==> src/rtl/example_apb_slave_if.sv <==
// ---------------------------------------------------------------------------
// example_apb_slave_if
//   APB bus bundle shared by the register slave and whatever drives it.
//
//   psel     master->slave  peripheral select
//   penable  master->slave  access phase
//   pwrite   master->slave  1 = write, 0 = read
//   paddr    master->slave  word address
//   pwdata   master->slave  write data
//   pstrb    master->slave  byte write strobes
//   prdata   slave->master  read data (meaningful only with pready)
//   pready   slave->master  transfer completion
//   pslverr  slave->master  error response (meaningful only with pready)
// ---------------------------------------------------------------------------
interface example_apb_slave_if #(
  parameter int ADDR_WIDTH = 4,
  parameter int DATA_WIDTH = 32
);
  logic                    psel;
  logic                    penable;
  logic                    pwrite;
  logic [ADDR_WIDTH-1:0]   paddr;
  logic [DATA_WIDTH-1:0]   pwdata;
  logic [DATA_WIDTH/8-1:0] pstrb;
  logic [DATA_WIDTH-1:0]   prdata;
  logic                    pready;
  logic                    pslverr;

  modport master (
    output psel, penable, pwrite, paddr, pwdata, pstrb,
    input  prdata, pready, pslverr
  );

  modport slave (
    input  psel, penable, pwrite, paddr, pwdata, pstrb,
    output prdata, pready, pslverr
  );
endinterface

==> src/rtl/example_apb_slave.sv <==
// ---------------------------------------------------------------------------
// example_apb_slave
//   APB register slave holding nine registers reg0..reg8 at word addresses
//   0..8, with a programmable number of wait states per transfer.
//
//   clk        clock, all state updates on the rising edge
//   reset_n    asynchronous active-low reset
//   apb        APB slave port (see example_apb_slave_if)
//   regs       whole register bank, reg0 in the MSBs down to reg8 in the LSBs
//              (reg0,1,3,4,5,6: 32 bits, reg2: 6, reg7: 12, reg8: 8)
//   wr_strobe  one-cycle pulse, bit n set in the cycle regn shows a new value
// ---------------------------------------------------------------------------
module example_apb_slave #(
  parameter int WAIT_STATES = 0,   // 0..7
  parameter int ADDR_WIDTH  = 4,
  parameter int DATA_WIDTH  = 32   // only 32 is supported
) (
  input  logic                 clk,
  input  logic                 reset_n,
  example_apb_slave_if.slave   apb,
  output logic [217:0]         regs,
  output logic [8:0]           wr_strobe
);

  localparam int NUM_REGS  = 9;
  localparam int NUM_BYTES = DATA_WIDTH / 8;
  localparam logic [2:0] WAIT_INIT = 3'(WAIT_STATES);

  function automatic int reg_width(input int n);
    case (n)
      2:       return 6;
      7:       return 12;
      8:       return 8;
      default: return 32;
    endcase
  endfunction

  // Bit position of regn inside the packed bank; higher-numbered registers
  // sit below it.
  function automatic int reg_lsb(input int n);
    int lsb;
    lsb = 0;
    for (int k = n + 1; k < NUM_REGS; k++) lsb += reg_width(k);
    return lsb;
  endfunction

  function automatic logic [31:0] reg_reset(input int n);
    case (n)
      1, 2, 3: return 32'd1;
      4:       return 32'd12;
      default: return 32'd0;
    endcase
  endfunction

  // ------------------------------------------------------------------
  // Transfer FSM
  // ------------------------------------------------------------------
  typedef enum logic [1:0] {IDLE, WAIT, DONE} state_t;

  state_t     state_q, state_d;
  logic [2:0] cnt_q, cnt_d;

  always_ff @(posedge clk or negedge reset_n) begin
    if (!reset_n) begin
      state_q <= IDLE;
      cnt_q   <= '0;
    end else begin
      state_q <= state_d;
      cnt_q   <= cnt_d;
    end
  end

  always_comb begin
    state_d = state_q;
    cnt_d   = cnt_q;
    unique case (state_q)
      IDLE: begin
        // Only a proper setup phase starts a transfer; a stray access phase
        // without setup (e.g. still held after a reset abort) is ignored.
        if (apb.psel && !apb.penable) begin
          cnt_d   = WAIT_INIT;
          state_d = (WAIT_INIT == 3'd0) ? DONE : WAIT;
        end
      end
      WAIT: begin
        if (!apb.psel) begin
          state_d = IDLE;
        end else begin
          // Counter reaching zero on this edge means the next cycle is the
          // completion cycle, giving exactly WAIT_STATES low-pready cycles.
          cnt_d = cnt_q - 3'd1;
          if (cnt_q == 3'd1) state_d = DONE;
        end
      end
      DONE:    state_d = IDLE;
      default: state_d = IDLE;
    endcase
  end

  // ------------------------------------------------------------------
  // Bus responses and decode
  // ------------------------------------------------------------------
  logic                  addr_ok;
  logic                  wr_commit;
  logic [NUM_REGS-1:0]   wr_sel;
  logic [NUM_REGS-1:0]   wr_strobe_q;
  logic [DATA_WIDTH-1:0] byte_mask;
  logic [DATA_WIDTH-1:0] rd_word [NUM_REGS];
  logic [DATA_WIDTH-1:0] rd_mux;

  assign addr_ok   = apb.paddr < ADDR_WIDTH'(NUM_REGS);
  assign apb.pready  = (state_q == DONE) && apb.psel && apb.penable;
  assign apb.pslverr = apb.pready && !addr_ok;
  assign wr_commit   = apb.pready && apb.pwrite && addr_ok;

  always_comb begin
    rd_mux = '0;
    for (int n = 0; n < NUM_REGS; n++) begin
      if (apb.paddr == ADDR_WIDTH'(n)) rd_mux = rd_word[n];
    end
  end

  assign apb.prdata = (apb.pready && !apb.pwrite && addr_ok) ? rd_mux : '0;

  for (genvar gi = 0; gi < NUM_BYTES; gi++) begin : g_bmask
    assign byte_mask[8*gi +: 8] = {8{apb.pstrb[gi]}};
  end

  // ------------------------------------------------------------------
  // Register bank
  // ------------------------------------------------------------------
  for (genvar gi = 0; gi < NUM_REGS; gi++) begin : g_reg
    localparam int W   = reg_width(gi);
    localparam int LSB = reg_lsb(gi);

    logic [W-1:0] val_q, val_d;

    // Byte merge against the current value, truncated to the register width.
    assign val_d = (val_q & ~byte_mask[W-1:0]) | (apb.pwdata[W-1:0] & byte_mask[W-1:0]);
    assign wr_sel[gi]       = wr_commit && (apb.paddr == ADDR_WIDTH'(gi));
    assign rd_word[gi]      = DATA_WIDTH'(val_q);
    assign regs[LSB +: W]   = val_q;

    if ((gi == 5) || (gi == 6)) begin : g_norst
      // reg5/reg6 deliberately keep their contents across reset.
      always_ff @(posedge clk) begin
        if (wr_sel[gi]) val_q <= val_d;
      end
    end else begin : g_rst
      always_ff @(posedge clk or negedge reset_n) begin
        if (!reset_n)        val_q <= W'(reg_reset(gi));
        else if (wr_sel[gi]) val_q <= val_d;
      end
    end
  end

  always_ff @(posedge clk or negedge reset_n) begin
    if (!reset_n) wr_strobe_q <= '0;
    else          wr_strobe_q <= wr_sel;
  end

  assign wr_strobe = wr_strobe_q;

endmodule

==> src/flat_wrapper.sv <==
// flat-port wrapper written by rule: the top's interface ports become plain ports
module example_apb_slave_flat 
#(
  parameter int WAIT_STATES = 0,          
  parameter int ADDR_WIDTH  = 4,
  parameter int DATA_WIDTH  = 32                          
)
  (clk, reset_n, regs, wr_strobe, apb_psel, apb_penable, apb_pwrite, apb_paddr, apb_pwdata, apb_pstrb, apb_prdata, apb_pready, apb_pslverr);
  example_apb_slave_if #(.ADDR_WIDTH(ADDR_WIDTH), .DATA_WIDTH(DATA_WIDTH)) apb_i ();
  input  logic clk;
  input  logic reset_n;
  output logic [217:0] regs;
  output logic [8:0] wr_strobe;
  input wire logic [$bits(apb_i.psel)-1:0] apb_psel;
  input wire logic [$bits(apb_i.penable)-1:0] apb_penable;
  input wire logic [$bits(apb_i.pwrite)-1:0] apb_pwrite;
  input wire logic [$bits(apb_i.paddr)-1:0] apb_paddr;
  input wire logic [$bits(apb_i.pwdata)-1:0] apb_pwdata;
  input wire logic [$bits(apb_i.pstrb)-1:0] apb_pstrb;
  output wire logic [$bits(apb_i.prdata)-1:0] apb_prdata;
  output wire logic [$bits(apb_i.pready)-1:0] apb_pready;
  output wire logic [$bits(apb_i.pslverr)-1:0] apb_pslverr;
  assign apb_i.psel = apb_psel;
  assign apb_i.penable = apb_penable;
  assign apb_i.pwrite = apb_pwrite;
  assign apb_i.paddr = apb_paddr;
  assign apb_i.pwdata = apb_pwdata;
  assign apb_i.pstrb = apb_pstrb;
  assign apb_prdata = apb_i.prdata;
  assign apb_pready = apb_i.pready;
  assign apb_pslverr = apb_i.pslverr;
  example_apb_slave #(.WAIT_STATES(WAIT_STATES), .ADDR_WIDTH(ADDR_WIDTH), .DATA_WIDTH(DATA_WIDTH)) u_core (.clk(clk), .reset_n(reset_n), .apb(apb_i), .regs(regs), .wr_strobe(wr_strobe));
endmodule
==> config.mk <==
export PLATFORM = sky130hd
export DESIGN_NAME = example_apb_slave_flat
export DESIGN_NICKNAME = d
export VERILOG_FILES = /design/src/rtl/example_apb_slave_if.sv /design/src/rtl/example_apb_slave.sv /design/src/flat_wrapper.sv
export SDC_FILE = /design/constraint.sdc
export NUM_CORES = 1
export LEC_CHECK = 0
export CORE_ASPECT_RATIO = 0.9
export CORE_UTILIZATION = 51
export CTS_CLUSTER_SIZE = 10
export DETAILED_ROUTE_END_ITERATION = 6
export GPL_TIMING_DRIVEN = 0
export PLACE_DENSITY = 0.95
export SYNTH_ARGS = -nofsm -noshare
export SYNTH_HDL_FRONTEND = slang
export SYNTH_SLANG_ARGS = --single-unit
==> constraint.sdc <==
create_clock -name clk -period 2.97 [get_ports clk]
set_input_delay 0.594 -clock clk [delete_from_list [all_inputs] [get_ports clk]]
set_output_delay 0.594 -clock clk [all_outputs]
set_load 0.01 [all_outputs]
Word level (Yosys, flattened, before mapping)
Cells that the tools add are included.

cells by class
  add/subtract/negate cells = 1
  order comparisons = 1
  equality and inequality tests = 14
  mux-type cells = 17
  bitwise logic cells = 26
  reductions and logical operators = 25

operators with widths
  cell                                                             count
  32-bit 2-to-1 mux                                                10
  32-bit AND                                                       7
  32-bit bitwise OR                                                6
  32-bit NOT                                                       1
  12-bit AND                                                       2
  1-bit logical AND                                                17
  8-bit AND                                                        2
  4-bit by 3-bit == test with 1-bit output, second input constant  4
  6-bit AND                                                        2
  12-bit NOT                                                       1
  12-bit bitwise OR                                                1
  4-bit by 2-bit == test with 1-bit output, second input constant  2
  8-bit NOT                                                        1
  8-bit bitwise OR                                                 1
  2-bit 2-to-1 mux                                                 3
  3-bit 2-to-1 mux                                                 2
  6-bit NOT                                                        1
  6-bit bitwise OR                                                 1
  3-bit one-hot mux with 2 select lines                            1
  4-bit by 1-bit == test with 1-bit output, second input constant  1
  4-bit == test, second input constant                             1
  4-bit logical NOT                                                1
  4-bit less-than comparator, second input constant                1
  2-bit one-hot mux with 2 select lines                            1
  12 further kinds                                                 14

word-level totals
  bits in registers = 232
  input port bits = 45
  output and inout bits = 261

Depth between registers and ports, before layout
Gate-level depths: netlist of the first run.

  depth in word-level cells = 11
  depth in mapped cells = 8

Worst setup path before layout of the first run
OpenSTA, ideal clock, no wires.

  path type = input -> output
  from = input apb_paddr[2]
  to = output apb_prdata[4]
  data arrival time = 1.862 ns
  required time = 2.376 ns
  setup slack = 0.514 ns
  cell stages on the path = 6
  buffers on the path = 2
  path through = clkbuf_2 > clkbuf_1 > or3b_2 > a21oi_1 > o32ai_1 > a21oi_1

between the ends
  word-level cells in the longest chain between the ends = 11
  elaborated cells between the ends (all ways) = 21
  those cells by class = order compare: 1; eq/ne: 8; mux: 10; reduce/logical: 2

RTL lines
  item                             line                      source
  from (decl)                      flat_wrapper.sv:17        input wire logic [$bits(apb_i.paddr)-1:0] apb_paddr;
  4-bit logical NOT                example_apb_slave.sv:119  if (apb.paddr == ADDR_WIDTH'(n)) rd_mux = rd_word[n];
  32-bit 2-to-1 mux (9 in series)  example_apb_slave.sv:119
  32-bit 2-to-1 mux *              example_apb_slave.sv:123  assign apb.prdata = (apb.pready && !apb.pwrite && addr_ok) ? rd_mux : '0;
  to (decl)                        flat_wrapper.sv:20        output wire logic [$bits(apb_i.prdata)-1:0] apb_prdata;

Every way passes the cells marked *; elsewhere a longest branch is shown, timed or not.

Worst setup path in the final report of the first run
  from = input apb_paddr[1]
  to = output apb_prdata[5]

Same word-level chain as after synthesis.

==> results of run 1 <==
critical path: cells and delay by family:
| kind | cells | cell delay [ps] |
|---|---|---|
| simple gates | 1 | 430 |
| compound gates | 3 | 640 |
| buf+inv | 3 | 710 |
cell type report:
class	count	area, um^2
plain buffers	43	419
clock buffers	47	751
clock inverters	2	13.8
fillers	1180	4540
inverters	7	26.3
multi-input cells	478	4040
flip-flops and latches	228	6030
well taps	250	313
repair buffers	335	3210
through the flow:
step                cells  hold slack [ps]  utilization (%)  TNS, ps
floorplan             758              298                -        0
global placement     1312              437             69.8  -924470
detailed placement   1313              457             70.0   -54010
CTS                  1387              127             76.5    -26.6
global route         1390              161             76.5        0
finish               1390             93.3             76.5    -5.25
metal layers:
| layer | track usage, % | routed length (um) | vias to the layer above |
|---|---|---|---|
| met3 | 9.36 | 3840 | 124 |
| met2 | 58.9 | 18000 | 621 |
| met5 | 0 | 0 | - |
| met4 | 13.9 | 1490 | 0 |
| met1 | 46.5 | 14100 | 4443 |
| li1 | - | - | 3606 |
cell usage in the layout (no fill, tap or decap), drive strengths merged, types with 10 or more instances in the layout:
master,Yosys,routed
a21oi,14,14
a22o,21,21
a22oi,39,39
a31oi,23,23
buf,21,60
clkbuf,24,80
clkdlybuf4s50,0,266
dfrtp,159,159
dlygate4sd2,0,12
edfxtp,64,64
mux2,159,159
mux2i,16,16
nand2,62,62
nor2,12,12
nor3,10,10
o21ai,26,26
power by group through the flow:
stage / sequential, uW / clock [uW] / combinational (uW)
floorplan: 3390 / 0 / 183
global placement: 3380 / 0 / 513
detailed placement: 3380 / 0 / 534
global route: 3330 / 3070 / 643
CTS: 3320 / 2940 / 595
finish: 3330 / 2940 / 611
how the worst min path moves through the flow:
| stage | endpoint | slack [ps] | depth (start not counted) |
|---|---|---|---|
| final | async pin | 90 | 1 |
| after global routing | async pin | 160 | 1 |
| after CTS | async pin | 130 | 1 |
| after detailed placement | u_core.state_q[1]$_DFFE_PN0P_ | 460 | 1 |
| after global placement | u_core.state_q[1]$_DFFE_PN0P_ | 440 | 1 |
| after floorplan | async pin | 300 | 0 |
kinds of logic (layout without fill, tap and decap cells):
family	count (synthesis)	after routing	share of synthesized area [%]
flops	228	228	59.4
mux	175	175	19.2
compound gates	159	159	11.0
simple gates	144	144	8.09
buf+inv	52	434	2.32
repair_timing:
action | 4_1_cts | 5_1_grt
setup buffers | 26 | 4
setup endpoints to repair | 33 | 28
pin swaps | 13 | 8
endpoints found under the hold margin | 0 | 0
resized for setup | 160 | 49
==> results_dict.tcl, run 1 <==
set metrics [dict create \
    dr.pass1.iters 5 \
    ant_nets 0 \
    vias_per_cell 6.33 \
    slew_headroom_pct 48.4 \
    die-area_um2 20500 \
    synth_ff_type "dfrtp_1" \
    pwr-share-seq_pct 48.4 \
    wl_per_cell_um 26.9 \
    cts_made_buffers 27 \
    powerDensity_nw_per_um2 465 \
    total_power_uw 6880 \
    design_area_um2 14800 \
    timing.critical_path.mode_cell "dlygate4sd2_1" \
    worstPathRequired_ps 2380 \
    drive_gt1_share_pct 28.6 \
    syn_avg_cell_area_um2 13.4 \
    clock_sinks 228 \
    cap_violations 0 \
    cp_cell_sequence "dlygate4sd2_1 > buf_6 > or3b_4 > a2bb2oi_1 > a21oi_1 > o221a_2 > dlygate4sd2_1" \
    max_freq_mhz 336 \
    synth.largest_area_cell "dfrtp_1" \
    cp-endpoint "apb_prdata[5]" \
    start_util_pct 52.5 \
    synth_area_leaders "dfrtp_1 39%, edfxtp_1 19%, mux2_2 17%" \
    ff2ff_path_depth 6 \
    setup_viol 1 \
    p_clk_share_pct 42.7 \
    cts_buffer_depth 3 \
    reg2reg_slack_ps 350 \
    comb_power_share_pct 8.9 \
    yosysMostFrequentCell "dfrtp_1" \
    cp.arrival_ps 2380 \
    grt_usage_pct 36.2 \
    slowest_delay_ps 430 \
    crit_path_start "apb_paddr[1]" \
    die_h_um 136 \
    final_hold_viol_count 0 \
    drc 0 \
    dpl-instance-area_um2 13500 \
    synth_edf_count 64 \
    violations "negative setup slack" \
    finalClockSkew_ps 13.5 \
    hpwlAfterDp_um 24900 \
    ctsHtreeMaxLevel 1 \
    synthCells 758 \
    rows 48 \
    internal_power_uw 5250 \
    worstSetupPathType "in -> out" \
    hp-class "in -> async" \
    portBuffers 304 \
    synth_nets 803 \
    start_kind "input port" \
    area_delta_synth_final_pct 45.8 \
    crit_slowest_cell "or3b_4" \
    gp_congestion 0.938 \
    yosysSeqAreaShare_pct 59.4 \
    r2r_start "u_core.state_q[1]$_DFFE_PN0P_" \
    worst_slew_pin_slew_ps 773 \
    diodes 0 \
    p_leak_uw 0.00639 \
    vias 8794 \
    drv_slew 0 \
    coreArea_um2 19300 \
    netlist_top_cells_count "159 x dfrtp_1, 154 x mux2_2, 64 x edfxtp_1" \
    clk_latency_ps 520 \
    wl_um 37400 \
    clock-root-buffer "clkbuf_16" \
    synth_area_um2 10200 \
    min_period_ps 2980 \
    netSwitchingFraction_pct 23.6 \
    nNetsFinal 1165 \
    antenna_found_initial 0 \
    cts_tree "built" \
    ys_types 59 \
    outcome "complete, but fails checks" \
    drt_iter0_drc 705 \
    fin_ws_ps -5.25 \
    path_max_fanout 6 \
    synth_top_cell_area_share_pct 39.2 \
    synth_seq_cells 228 \
    grt_start_max_net_pins 98 \
    post-route-period-util_pct 100 \
    rsz0062_at_grt "true" \
    ys_async_sr_fraction_pct 71.9 \
    grt_pass1_vias 8950 \
    io_pins 306 \
    dpl_worst_slack_ps -1280 \
    end_kind "primary output" \
    grt-ovfl-total 0 \
    yosysWarningCount 0 \
    postCtsHoldBufs 0 \
    switchingPower_uw 1630 \
    path_clk_slew_ps 60 \
    fp.dieW_um 151 \
    ir_drop_v 0.000399 \
    grt_pass1_wl_um 54400 \
]
Power figures use the tool's default switching activity.
==> inputs of run 2 (changes only) <==
- TNS_END_PERCENT: unset -> 30
==> results_dict.tcl, run 2 (synthesized netlist as in run 1, its figures left out) <==
set metrics [dict create \
    worst_slew_pin_slew_ps 780 \
    grt_pass1_vias 8878 \
    start_util_pct 52.5 \
    p_clk_share_pct 42.7 \
    postCtsHoldBufs 0 \
    post-route-period-util_pct 105 \
    max_freq_mhz 319 \
    cts_buffer_depth 3 \
    rows 48 \
    clock-root-buffer "clkbuf_16" \
    ir_drop_v 0.000396 \
    crit_slowest_cell "clkdlybuf4s50_1" \
    cts_tree "built" \
    die-area_um2 20500 \
    fin_ws_ps -160 \
    ctsHtreeMaxLevel 1 \
    setup_viol 2 \
    netSwitchingFraction_pct 23.5 \
    dr.pass1.iters 6 \
    drt_iter0_drc 694 \
    grt_start_max_net_pins 98 \
    worstSetupPathType "in -> out" \
    worstPathRequired_ps 2380 \
    outcome "complete, but fails checks" \
    layout_common_cells "267 x clkdlybuf4s50_1, 159 x dfrtp_1, 154 x mux2_2" \
    final_common_cell "clkdlybuf4s50_1" \
    pwr-share-seq_pct 48.5 \
    dpl-instance-area_um2 13500 \
    violations "negative setup slack" \
    placed_cells 1313 \
    min_period_ps 3130 \
    grt_pass1_wl_um 54200 \
    powerDensity_nw_per_um2 463 \
    drv_slew 0 \
    nFillCells 1185 \
    grt_usage_pct 36.1 \
    antenna_found_initial 1 \
    cp_cell_sequence "clkdlybuf4s50_1 > clkbuf_8 > buf_4 > buf_4 > nor2_1 > o221a_2 > clkdlybuf4s50_1" \
    coreArea_um2 19300 \
    vias_per_cell 6.30 \
    crit_family "buffers and inverters" \
    wl_um 37100 \
    hpwlAfterDp_um 24900 \
    path_clk_slew_ps 50 \
    internal_power_uw 5250 \
    r2r_start "u_core.state_q[1]$_DFFE_PN0P_" \
    drc 0 \
    design_area_um2 14800 \
    switchingPower_uw 1610 \
    cts_made_buffers 27 \
    vias 8721 \
    p_leak_uw 0.00646 \
    slew_headroom_pct 48.0 \
    start_kind "input port" \
    area_delta_synth_final_pct 45.9 \
    cp.arrival_ps 2540 \
    nNetsFinal 1159 \
    comb_power_share_pct 8.8 \
    portBuffers 304 \
    io_pins 306 \
    fp.dieW_um 151 \
    stdcell_count 1385 \
    hp-class "in -> async" \
    finalClockSkew_ps 13.9 \
    tns_ps -168 \
    gp_congestion 0.938 \
    final_hold_viol_count 0 \
    path_max_fanout 7 \
    drive_gt1_share_pct 27.4 \
    slowest_delay_ps 540 \
    crit_path_start "apb_pwrite" \
    die_h_um 136 \
    ant_nets 0 \
    cp_num_buf_inv 5 \
    cap_violations 0 \
    rsz0062_at_grt "true" \
    end_kind "primary output" \
    wl_per_cell_um 26.8 \
    grt-ovfl-total 0 \
    clock_sinks 228 \
    clk_latency_ps 520 \
]
==> run 2: worst paths after layout <==
| kind | to | slack, ps | cells after the start |
|---|---|---|---|
| max in group asynchronous | async pin | 2030 | 2 |
| min in group clk | u_core.state_q[1]$_DFFE_PN0P_ | 440 | 2 |
| setup reg to reg | register | 340 | 6 |
| hold / removal | async pin | 110 | 1 |
| setup / recovery | apb_prdata[5] | -160 | 7 |
| hold reg to reg | u_core.state_q[1]$_DFFE_PN0P_ | 490 | 1 |
==> run 2: cell type report <==
type	count	area (um^2)	area share, %
Sequential cell	228	6030	40.7
Multi-Input combinational cell	478	4030	27.2
Timing Repair Buffer	329	3230	21.8
Clock buffer	47	751	5.07
Buffer	43	418	2.82
Tap cell	250	313	2.11
Inverter	7	26.3	0.177
Clock inverter	2	13.8	0.0929
Antenna cell	1	2.50	0.0169
==> run 2: power by group through the flow <==
stage / registers, uW / clock network (uW) / logic [uW]
6_report: 3330 / 2930 / 603
4_1_cts: 3320 / 2940 / 588
5_1_grt: 3330 / 3070 / 636
3_5_place_dp: 3380 / 0 / 534
3_3_place_gp: 3380 / 0 / 513
2_1_floorplan: 3390 / 0 / 183
==> run 2: stage by stage <==
stage,hold slack [ps],setup slack [ps],utilization [%],total power [uW]
after floorplan,298,514,-,3580
after global placement,437,-5400,69.8,3890
after detailed placement,457,-1280,70.0,3920
after CTS,127,-219,76.3,6850
after global routing,161,-159,76.6,7040
final,110,-160,76.6,6860
==> run 2: what timing repair did <==
| item | CTS | global route |
|---|---|---|
| setup endpoints to repair | 33 | 31 |
| pin swaps | 11 | 5 |
| gates resized for setup | 149 | 36 |
| hold endpoints to repair | 0 | 0 |
| setup buffers | 20 | 4 |
==> run 2: layer usage <==
metal	global-route usage, %	wire length (um)	share of wire, %
met2	58.4	17900	48
met4	14.0	1370	3.7
met3	8.86	3980	11
met5	0	0	0
met1	46.9	13900	37
==> inputs of run 3 (changes only) <==
--- a/config.mk
+++ b/config.mk
@@ -6,10 +6,12 @@
 export NUM_CORES = 1
 export LEC_CHECK = 0
+export ABC_AREA = 1
+export ABC_CLOCK_PERIOD_IN_PS = 2970
 export CORE_ASPECT_RATIO = 0.9
-export CORE_UTILIZATION = 51
+export CORE_UTILIZATION = 50
 export CTS_CLUSTER_SIZE = 10
 export DETAILED_ROUTE_END_ITERATION = 6
 export GPL_TIMING_DRIVEN = 0
-export PLACE_DENSITY = 0.95
+export PLACE_DENSITY = 0.94
 export SYNTH_ARGS = -nofsm -noshare
 export SYNTH_HDL_FRONTEND = slang
==> constraint.sdc (replaced) <==
create_clock -name clk -period 2.97 [get_ports clk]
set_input_delay 0.297 -clock clk [delete_from_list [all_inputs] [get_ports clk]]
set_output_delay 0.297 -clock clk [all_outputs]
set_load 0.01 [all_outputs]
==> results_dict.tcl, run 3 <==
set metrics [dict create \
    ant_nets 0 \
    vias_per_cell 5.93 \
    start_util_pct 51.6 \
    syn_avg_cell_area_um2 9.30 \
    layout_common_cells "306 x nand2_1, 281 x clkdlybuf4s50_1, 175 x o21ai_0" \
    drc 0 \
    worst_slew_pin_slew_ps 1060 \
    cts_tree "built" \
    synth_seq_cells 228 \
    start_kind "input port" \
    rows 47 \
    clk_latency_ps 530 \
    synth_top_cell_area_share_pct 41.4 \
    antenna_found_initial 0 \
    slew_headroom_pct 29.3 \
    finalClockSkew_ps 8.86 \
    max_freq_mhz 343 \
    netlist_top_cells_count "311 x nand2_1, 175 x o21ai_0, 159 x dfrtp_1" \
    crit_family "buffers and inverters" \
    path_max_fanout 10 \
    ctsHtreeMaxLevel 1 \
    fp.dieW_um 148 \
    yosysMostFrequentCell "nand2_1" \
    setup_viol 0 \
    ir_drop_v 0.000630 \
    cap_violations 0 \
    hp-class "in -> async" \
    drv_slew 0 \
    ff2ff_path_depth 6 \
    final_common_cell "nand2_1" \
    coreArea_um2 18600 \
    min_period_ps 2920 \
    vias 9721 \
    cp_cell_sequence "clkdlybuf4s50_1 > nor2_2 > buf_4 > buf_4 > nand3_1 > nand3_1 > nand2_1 > nand4_1 > nand2_1 > a21oi_1 > clkdlybuf4s50_1" \
    nFillCells 1258 \
    ys_async_sr_fraction_pct 71.9 \
    portBuffers 305 \
    synth_nets 1080 \
    path_clk_slew_ps 50 \
    cp.arrival_ps 2620 \
    end_kind "primary output" \
    synth_area_um2 9620 \
    worstPathRequired_ps 2670 \
    grt_start_max_net_pins 101 \
    clock_sinks 228 \
    area_delta_synth_final_pct 44.9 \
    synthCells 1035 \
    r2r_start "u_core.state_q[1]$_DFFE_PN0P_" \
    wl_um 36700 \
    rsz0062_at_grt "true" \
    reg2reg_slack_ps 480 \
    die-area_um2 19800 \
    dpl_worst_slack_ps -1110 \
    synth_area_leaders "dfrtp_1 41%, edfxtp_1 20%, nand2_1 12%" \
    io_pins 306 \
    grt_pass1_wl_um 54400 \
    powerDensity_nw_per_um2 480 \
    slowest_delay_ps 570 \
    die_h_um 134 \
    grt-ovfl-total 0 \
    fin_ws_ps 51.1 \
    dpl-instance-area_um2 13000 \
    grt_usage_pct 36.6 \
    final_hold_viol_count 0 \
    cts_buffer_depth 3 \
    p_leak_uw 0.00605 \
    total_power_uw 6700 \
    cts_made_buffers 27 \
    hpwlAfterDp_um 26100 \
    crit_slowest_cell "clkdlybuf4s50_1" \
    gp_congestion 0.944 \
    synth_edf_count 64 \
    outcome "finished clean" \
    yosysSeqAreaShare_pct 62.7 \
    post-route-period-util_pct 98.3 \
    nNetsFinal 1418 \
    dr.pass1.iters 5 \
    drt_iter0_drc 954 \
    synth_ff_type "dfrtp_1" \
    wl_per_cell_um 22.4 \
    synth.largest_area_cell "dfrtp_1" \
    worstSetupPathType "in -> out" \
    clock-root-buffer "clkbuf_16" \
    yosysWarningCount 0 \
    diodes 0 \
    grt_pass1_vias 9495 \
    ys_types 28 \
    cp_num_buf_inv 4 \
    drive_gt1_share_pct 7.39 \
    design_area_um2 13900 \
]
## run 3: through the flow
| step | setup TNS [ps] | hold WS, ps | utilization [%] | cells |
|---|---|---|---|---|
| after floorplan | 0 | 1.41 | - | 1035 |
| after global routing | -76.5 | 343 | 74.8 | 1638 |
| after global placement | -816530 | 418 | 69.6 | 1585 |
| after CTS | 0 | 303 | 74.6 | 1638 |
| after detailed placement | -40630 | 268 | 69.8 | 1586 |
| final | 0 | 282 | 74.8 | 1638 |
## run 3: report_power, final
part / switching, uW / internal (uW) / leakage [uW]
combinational: 258 / 156 / 0.00284
sequential: 31.0 / 3260 / 0.00284
clock: 1250 / 1740 / 0.000377
total: 1540 / 5160 / 0.00605
## run 3: area by class of cell
type	instances	area [um^2]	area share (%)
buffer	43	235	1.69
tap	245	307	2.20
clock buffer	47	771	5.53
clock inverter	2	13.8	0.0987
inverter	67	256	1.84
multi-input combinational	697	3210	23.1
timing repair buffer	309	3120	22.3
sequential	228	6030	43.3
## run 3: cell families (layout without fill, tap and decap cells)
group                  count (synthesis)  in the layout  synth area share [%]
AND/OR/NAND/NOR                      457            457                  20.1
AO/OA/AOI/OAI                        240            240                  12.8
flip-flops                           228            228                  62.7
buffers and inverters                110            468                  4.41
## run 3: layer usage
layer | vias up | track usage, % | share of wire, %
met3 | 125 | 9.08 | 11
met2 | 752 | 58.8 | 47
met4 | 0 | 15.0 | 4.3
met5 | - | 0 | 0
met1 | 4693 | 47.6 | 37
li1 | 4151 | - | -
## run 3: worst register-to-register path, stage by stage (launching register included)
cell and delay (ps):
dfrtp_1 350, nand3_1 140, inv_1 150, nand3_4 240, nor2_1 210, inv_1 180
nor2_1 840
## run 3: how the worst max path moves through the flow
stage / start / to / slack, ps / cells after the start
floorplan: apb_paddr[3] / register / 1100 / 8
global placement: reset_n / async pin / -4850 / 1
detailed placement: apb_paddr[0] / apb_prdata[12] / -1110 / 12
CTS: u_core.state_q[1]$_DFFE_PN0P_ / apb_prdata[13] / 0.5 / 10
global route: apb_paddr[3] / apb_prdata[1] / -50 / 11
finish: apb_paddr[3] / apb_prdata[1] / 50 / 11
## run 3: what timing repair did
item                                   CTS  global route
pin swaps                                2             0
setup buffers                            2             0
endpoints found under the hold margin   64             0
hold buffers                             1             0
setup endpoints to repair               32            20
gates resized for setup                 57            22
